**config.mk**
```make
export PLATFORM = sky130hd
export DESIGN_NAME = flappy_game_ctrl
export DESIGN_NICKNAME = d
export VERILOG_FILES = /design/src/rtl/flappy_game_ctrl.sv
export SDC_FILE = /design/constraint.sdc
export NUM_CORES = 1
export LEC_CHECK = 0
export ABC_CLOCK_PERIOD_IN_PS = 8000
export BUFFER_PORTS_ARGS = -buffer_cell sky130_fd_sc_hd__buf_2
export CAP_MARGIN = 0
export CORE_MARGIN = 1.5
export CORE_UTILIZATION = 40
export CTS_CLUSTER_SIZE = 28
export DETAILED_ROUTE_END_ITERATION = 7
export MAX_ROUTING_LAYER = met4
export PLACE_DENSITY = 0.6
export SLEW_MARGIN = 10
export SYNTH_ARGS = -nofsm -noshare
export SYNTH_HDL_FRONTEND = slang
export SYNTH_SLANG_ARGS = --single-unit
```
**constraint.sdc**
```tcl
create_clock -name dclk -period 8 [get_ports dclk]
set_input_delay 0.8 -clock dclk [delete_from_list [all_inputs] [get_ports dclk]]
set_output_delay 0.8 -clock dclk [all_outputs]
set_load 0.01 [all_outputs]
```
**src/rtl/flappy_game_ctrl.sv**
```systemverilog
// rtl/flappy_game_ctrl.sv - per-frame Flappy Bird sequencer: state machine, bird physics, pipe scroll, score
module flappy_game_ctrl #(
    parameter int SCREEN_W    = 640,
    parameter int SCREEN_H    = 480,
    parameter int BIRD_X      = 140,
    parameter int BIRD_W      = 20,
    parameter int BIRD_H      = 20,
    parameter int Y_START     = 240,
    parameter int GRAVITY     = 1,
    parameter int FLAP_V      = 8,
    parameter int VMAX        = 10,
    parameter int PIPE_W      = 40,
    parameter int PIPE_SPEED  = 2,
    parameter int GAP_H       = 120,
    parameter int GAP_MIN     = 64,
    parameter int GAP_INIT    = 180,
    parameter int DEAD_FRAMES = 60
) (
    input  logic       dclk,
    input  logic       clr_n,
    input  logic       frame_tick,
    input  logic       flap,
    output logic [1:0] game_state,
    output logic [9:0] bird_y,
    output logic [9:0] pipe_x,
    output logic [8:0] gap_y,
    output logic [7:0] score
);

    typedef enum logic [1:0] {
        ST_IDLE = 2'd0,
        ST_PLAY = 2'd1,
        ST_DEAD = 2'd2
    } state_t;

    localparam logic [9:0]         X_RESET = 10'(SCREEN_W);
    localparam logic [9:0]         Y_INIT  = 10'(Y_START);
    localparam logic [9:0]         Y_BOT   = 10'(SCREEN_H - BIRD_H);
    localparam logic signed [10:0] NY_BOT  = 11'(SCREEN_H - BIRD_H);
    localparam logic signed [7:0]  V_FLAP  = 8'(-FLAP_V);
    localparam logic signed [7:0]  V_MAX   = 8'(VMAX);
    localparam logic signed [7:0]  V_GRAV  = 8'(GRAVITY);
    localparam logic [9:0]         P_SPEED = 10'(PIPE_SPEED);
    localparam logic [10:0]        P_W     = 11'(PIPE_W);
    localparam logic [10:0]        B_XL    = 11'(BIRD_X);
    localparam logic [10:0]        B_XR    = 11'(BIRD_X + BIRD_W);
    localparam logic [10:0]        B_H     = 11'(BIRD_H);
    localparam logic [10:0]        G_H     = 11'(GAP_H);
    localparam logic [8:0]         G_MIN   = 9'(GAP_MIN);
    localparam logic [8:0]         G_INIT  = 9'(GAP_INIT);
    localparam logic [7:0]         D_LIM   = 8'(DEAD_FRAMES);

    state_t             state_q, state_d;
    logic [9:0]         bird_q, bird_d;
    logic signed [7:0]  vel_q, vel_d;
    logic [9:0]         pipe_q, pipe_d;
    logic [8:0]         gap_q, gap_d;
    logic [7:0]         score_q, score_d;
    logic [7:0]         dead_q, dead_d;
    logic               pend_q, pend_d;
    logic               flap_q;
    logic [15:0]        lfsr_q;

    logic               flap_edge, flap_now;
    logic signed [7:0]  vel_sum, vel_calc;
    logic signed [10:0] ny;
    logic [9:0]         bird_new, pipe_new;
    logic [8:0]         gap_new;
    logic               pipe_wrap, hit_edge, x_overlap, out_of_gap, die;

    // Candidate next-frame values, shared by the IDLE launch and PLAY ticks.
    always_comb begin
        flap_edge = flap & ~flap_q;
        flap_now  = pend_q | flap_edge;
        vel_sum   = vel_q + V_GRAV;
        if (flap_now)
            vel_calc = V_FLAP;
        else if (vel_sum > V_MAX)
            vel_calc = V_MAX;
        else
            vel_calc = vel_sum;

        ny       = $signed({1'b0, bird_q}) + $signed({{3{vel_calc[7]}}, vel_calc});
        hit_edge = 1'b0;
        bird_new = ny[9:0];
        if (ny <= 11'sd0) begin
            bird_new = 10'd0;
            hit_edge = 1'b1;
        end else if (ny >= NY_BOT) begin
            bird_new = Y_BOT;
            hit_edge = 1'b1;
        end

        pipe_wrap = pipe_q < P_SPEED;
        pipe_new  = pipe_wrap ? X_RESET : pipe_q - P_SPEED;
        gap_new   = pipe_wrap ? G_MIN + {1'b0, lfsr_q[7:0]} : gap_q;

        x_overlap  = (B_XL < {1'b0, pipe_new} + P_W) && ({1'b0, pipe_new} < B_XR);
        out_of_gap = ({1'b0, bird_new} < {2'b0, gap_new}) ||
                     ({1'b0, bird_new} + B_H > {2'b0, gap_new} + G_H);
        die        = hit_edge || (x_overlap && out_of_gap);
    end

    always_comb begin
        state_d = state_q;
        bird_d  = bird_q;
        vel_d   = vel_q;
        pipe_d  = pipe_q;
        gap_d   = gap_q;
        score_d = score_q;
        dead_d  = dead_q;
        pend_d  = pend_q | flap_edge;
        if (frame_tick) begin
            pend_d = 1'b0;
            case (state_q)
                ST_IDLE: begin
                    if (flap_now) begin
                        state_d = ST_PLAY;
                        score_d = 8'd0;
                        vel_d   = vel_calc;
                        bird_d  = bird_new;
                    end
                end
                ST_PLAY: begin
                    vel_d  = vel_calc;
                    bird_d = bird_new;
                    pipe_d = pipe_new;
                    gap_d  = gap_new;
                    if (die) begin
                        state_d = ST_DEAD;
                        dead_d  = 8'd0;
                    end else if (pipe_wrap && score_q != 8'hFF) begin
                        score_d = score_q + 8'd1;
                    end
                end
                ST_DEAD: begin
                    if (dead_q < D_LIM) begin
                        dead_d = dead_q + 8'd1;
                    end else if (flap_now) begin
                        state_d = ST_IDLE;
                        bird_d  = Y_INIT;
                        vel_d   = 8'sd0;
                        pipe_d  = X_RESET;
                        gap_d   = G_INIT;
                    end
                end
                default: state_d = ST_IDLE;
            endcase
        end
    end

    always_ff @(posedge dclk or negedge clr_n) begin
        if (!clr_n) begin
            state_q <= ST_IDLE;
            bird_q  <= Y_INIT;
            vel_q   <= 8'sd0;
            pipe_q  <= X_RESET;
            gap_q   <= G_INIT;
            score_q <= 8'd0;
            dead_q  <= 8'd0;
            pend_q  <= 1'b0;
            flap_q  <= 1'b0;
            lfsr_q  <= 16'hACE1;
        end else begin
            state_q <= state_d;
            bird_q  <= bird_d;
            vel_q   <= vel_d;
            pipe_q  <= pipe_d;
            gap_q   <= gap_d;
            score_q <= score_d;
            dead_q  <= dead_d;
            pend_q  <= pend_d;
            flap_q  <= flap;
            lfsr_q  <= {lfsr_q[14:0], lfsr_q[15] ^ lfsr_q[13] ^ lfsr_q[12] ^ lfsr_q[10]};
        end
    end

    assign game_state = state_q;
    assign bird_y     = bird_q;
    assign pipe_x     = pipe_q;
    assign gap_y      = gap_q;
    assign score      = score_q;

endmodule

```
==> After elaboration in Yosys (flattened, before gate mapping) <==
Index checks and enable logic that the tools add are counted.
{ "word_totals": {"mem_count": 0, "rom_bits": 0, "in_bits": 4, "ramBits": 0, "reg_bits": 73, "latchBits": 0} }
{ "op_classes": {"n_lt_le_gt_ge": 9, "shifts": 0, "add_sub_neg": 9, "n_reduce_logical": 14, "n_mul": 0, "div": 0, "n_bitwise": 6, "muxes": 34, "eq_ne": 10} }
{ "op_table": {"columns": ["op", "n"], "rows": [
  ["10-bit 2-to-1 mux", 8],
  ["8-bit 2-to-1 mux", 9],
  ["8-bit one-hot mux with 2 select lines", 2],
  ["10-bit one-hot mux with 3 select lines", 1],
  ["9-bit 2-to-1 mux", 3],
  ["8-bit one-hot mux with 3 select lines", 1],
  ["10-bit one-hot mux with 2 select lines", 1],
  ["9-bit one-hot mux with 2 select lines", 1],
  ["8-bit by 1-bit adder with 8-bit output, second input constant", 2],
  ["5-bit AND reduction", 3],
  ["2-bit != test, second input constant", 7],
  ["10-bit by 5-bit adder with 11-bit output, second input constant", 1],
  ["10-bit by 6-bit adder with 11-bit output, second input constant", 1],
  ["11-bit by 8-bit adder with 11-bit output", 1],
  ["11-bit by 10-bit >= comparator with 1-bit output, second input constant", 1],
  ["11-bit by 10-bit > comparator with 1-bit output", 1],
  ["11-bit by 1-bit less-or-equal comparator with 1-bit output, second input constant", 1],
  ["8-bit by 11-bit < comparator with 1-bit output, first input constant", 1],
  ["9-bit by 7-bit adder with 10-bit output, second input constant", 1],
  ["10-bit by 2-bit < comparator with 1-bit output, second input constant", 1],
  ["10-bit by 8-bit < comparator with 1-bit output, second input constant", 1],
  ["10-bit by 9-bit < comparator with 1-bit output", 1],
  ["10-bit by 2-bit subtractor with 10-bit output, second input constant", 1],
  ["7-bit by 8-bit adder with 9-bit output, first input constant", 1],
  ["19 further kinds", 31]
]} }

==> Longest topological paths before layout <==
{ "logic_depth": {"word_depth": 15, "ltp_mapped": 30, "mapped_depth_nobuf": 30} }

==> Worst setup path after synthesis <==
No wires, ideal clock.
{ "synth_path": {"kind": "reg-to-reg", "from": "register vel_q[0]", "to": "register score_q[3] (netlist: score[3])", "required_time_ns": 7.875, "t_arrival_ns": 6.146, "path_slack_ns": 1.730, "setup_ns": 0.125, "n_path_buf": 0, "path_stages_with_launch": 30, "path_cell_list": "dfrtp_1 -> ha_1 -> a211oi_1 -> nor2_1 -> nand3_1 -> o21ai_0 -> a22oi_1 -> nand2b_1 -> nor2_1 -> ha_1 -> fa_1 -> a21o_1 -> a21o_1 -> a311o_1 -> o21ai_0 -> o2111a_1 -> o21ai_0 -> a21oi_1 -> ha_1 -> nor2_1 -> or3_1 -> o32ai_1 -> ha_1 -> o211ai_1 -> a21oi_1 -> a221oi_1 -> o22a_1 -> nor2_1 -> nor3_1 -> mux2_2"} }
{ "synth_via": {"elab_chain_cells": 15} }
{ "synth_lines": {"columns": ["element", "line", "text"], "rows": [
  ["from (decl)", "55", "logic signed [7:0] vel_q, vel_d;"],
  ["from (signal assigned)", "167", "vel_q <= vel_d;"],
  ["8-bit by 2-bit adder with 8-bit output *", "75", "vel_sum = vel_q + V_GRAV;"],
  ["8-bit by 5-bit > comparator with 1-bit output", "78", "else if (vel_sum > V_MAX)"],
  ["8-bit 2-to-1 mux *", "78", null],
  ["8-bit 2-to-1 mux *", "76", "if (flap_now)"],
  ["11-bit by 8-bit adder with 11-bit output *", "83", "ny = $signed({1'b0, bird_q}) + $signed({{3{vel_calc[7]}}, vel_calc});"],
  ["11-bit by 10-bit >= comparator with 1-bit output", "89", "end else if (ny >= NY_BOT) begin"],
  ["10-bit 2-to-1 mux", "89", null],
  ["10-bit 2-to-1 mux", "86", "if (ny <= 11'sd0) begin"],
  ["10-bit by 5-bit adder with 11-bit output", "100", "({1'b0, bird_new} + B_H > {2'b0, gap_new} + G_H);"],
  ["11-bit by 10-bit > comparator with 1-bit output", "100", null],
  ["1-bit logical OR", "99", "out_of_gap = ({1'b0, bird_new} < {2'b0, gap_new}) ||"],
  ["1-bit logical AND", "101", "die = hit_edge || (x_overlap && out_of_gap);"],
  ["1-bit logical OR *", "101", null],
  ["2-bit != test (no line) *", null, null],
  ["5-bit AND reduction (no line) *", null, null],
  ["to (signal assigned)", "170", "score_q <= score_d;"],
  ["to (decl)", "58", "logic [7:0] score_q, score_d;"]
]} }
Mark *: on every way between the ends. The rest lies on a longest branch, timed or not.
A chain may end at the register's enable or synchronous reset.

==> Worst setup path after layout <==
Same ends and word-level chain as after synthesis.

==> impl_metrics.ini <==
[synth]
ys_types = 70
ys_ff_latch = 73
seq_area_frac_synth_pct = 38.0
async_reset_ff_share_pct = 100
ys_warn_count = 0
yosysTopAreaCellShare_pct = 28.3
synth_most_common_cell = dfrtp_1
synth_ff_type = dfrtp_1
yosysTopAreaCell = dfrtp_1
synthTopCellsByArea = dfrtp_1 28%, dfstp_2 9.7%, ha_1 9.0%, o21ai_0 4.6%, nor2_1 4.0%
synth_common_cells = 55 x dfrtp_1, 52 x nor2_1, 45 x o21ai_0
synth_nets = 578
syn_inst = 538
synth_edf_count = 0
avgSynthCellArea_sq_um = 9.05
syn_area_sq_um = 4870

[critical_path]
cp_slowest_cell = nor4_1
worstSetupPathType = reg -> reg
critical_path_cell_count = 29
crit_family = compound AO/OA/AOI/OAI gates
required_ps = 8230
cp_max_fo = 8
cp.buffers_inverters = 0
worst_ep_arrival_time_ps = 7360
reg2reg_depth = 29
end_kind = flop
cp_slowest_stage_delay_ps = 520
crit_path_start_kind = flop

[finish]
num_antenna_cells = 0
drive_above_1_share_pct = 15.9
nNetsFinal = 608
areaGrowthSynthToFinish_pct = 11.7
fin_cells = 720

[cts]
cts_max_path_buffers = 2
ctsHoldBuffers = 0
cts.repair.resized = 0
cts_made_buffers = 9
clock-sinks = 73
cts.clk_slew.worst_paths_ps = 60
post-cts-setup-buffers = 0
cts_max_level = 3
cts_tree = done
root_buffer = clkbuf_16
clock_latency_ps = 340

[power_and_ir_drop]
total_power_w = 0.00251
peakVddDrop_v = 0.000298
cellPowerDensity_nw_per_um2 = 462
p_leak_nw = 2.48

[timing]
finalMaxSlewViolations = 0
fin_crit_sh_pct = 89.2
finalHoldViolCount = 0
setup_viol = 0
rsz0062_at_grt = false
max_slew_margin_pct = 37.2
skew_ps = 12.1
fin_setup_tns_ps = 0
fin_crit_ps = 7130
timing.fmax_ghz = 0.140
tightest_slew_ps = 942

[floorplan]
start_util_pct = 40.7
rows = 40
coreArea_sq_um = 12000
die_w_microns = 113
dieArea_sq_um = 12800
die_y_microns = 113
io_pins = 43

[global_routing]
grt.overflow.total = 0
grt_pass1_vias = 3974
antenna_found_initial = 0
grt_usage_pct = 20.4
grt_pass1_wl_microns = 20200
grt_max_degree = 74

[routing]
post_drt_wl_per_cell_microns = 16.8
via_count = 4163
viasPerCell = 5.78
detail-route-antenna-nets = 0
drt-pass1-iter-count = 5
wl_microns = 12100
drt_iter0_markers = 250
drc_errors = 0

[run_status]
outcome = finished, final reports clean

[placement]
portBuffers = 42
place_inst = 704
gp_congestion = 0.905
post-dp-hpwl_microns = 8800

[hold_path]
whs_path_depth = 0
worstHoldPathType = reg -> reg

[run]
drv_cap = 0
## cell usage in the layout, fill, tap and decap left out, types with 10 or more instances in the layout
master,netlist,layout
nand2_1,30,30
nand2b_1,13,13
buf_2,2,41
nand3_1,23,23
o21ai_0,45,45
dfstp_2,18,18
xor2_1,11,11
xnor2_1,19,19
a21oi_1,31,31
nor2b_1,10,10
inv_1,21,21
dfrtp_1,55,55
nor3_1,18,18
nor2_1,52,52
ha_1,35,35
## routing by layer
layer	wire [microns]	GRT usage, %	up-vias
met1	5700	27.1	2000
met2	5640	31.3	101
li1	-	-	2045
met4	238	6.92	0
met3	485	3.86	17
met5	0	-	-
## final cells by class
type / instances / area [sq um]
Clock inverter: 6 / 42.5
Fill cell: 1156 / 6520
Inverter: 21 / 78.8
Sequential cell: 73 / 1850
Multi-Input combinational cell: 419 / 2830
Clock buffer: 10 / 229
Tap cell: 147 / 184
Timing Repair Buffer: 44 / 228
## power by group
group | internal [W] | switching [W] | total, W
Combinational | 0.000607 | 0.000923 | 0.00153
Clock | 0.000210 | 0.000164 | 0.000375
Sequential | 0.000467 | 0.000143 | 0.000609
## path summary, 6_finish.rpt
check,from,end,slack [ps]
worst min-delay path,lfsr_q[14]$_DFF_PN0_,lfsr_q[15]$_DFF_PN1_,350
worst max register to register,vel_q[0]$_DFFE_PN0P_,score[3]$_DFFE_PN0P_,870
worst max-delay path,vel_q[0]$_DFFE_PN0P_,score[3]$_DFFE_PN0P_,870
worst min register to register,lfsr_q[14]$_DFF_PN0_,lfsr_q[15]$_DFF_PN1_,350
max in group asynchronous,clr_n,lfsr_q[9]$_DFF_PN0_,6790
min in group asynchronous,clr_n,dead_q[3]$_DFFE_PN0P_,600
## kinds of logic after synthesis
group	after synthesis	synth area share, %
AND/OR/NAND/NOR	185	19.5
AO/OA/AOI/OAI	156	21.4
flip-flops	73	38.0
buffers and inverters	46	3.93
adder cells (fa/ha/maj)	36	9.40
XOR/XNOR	30	5.40
multiplexers	11	2.34
other	1	0.0770
## registers in the layout, indices dropped and copies added, names as in the netlist
signal and count:
bird_y 10, dead_q 8, flap_q 1, game_state 2, gap_y 9, lfsr_q 16, pend_q 1, pipe_x 10
score 8, vel_q 8
## through the flow
step | cell area (sq um) | util (%) | hold WS [ps] | worst slack, ps
after floorplan | 4870 | - | 331 | 1730
after global placement | 5170 | 43.2 | 334 | 1010
after detailed placement | 5170 | 43.2 | 343 | 755
after CTS | 5440 | 45.5 | 358 | 993
after global routing | 5440 | 45.5 | 362 | 272
final | 5440 | 45.5 | 354 | 866
Note: power is estimated with default switching activity, not from simulation.
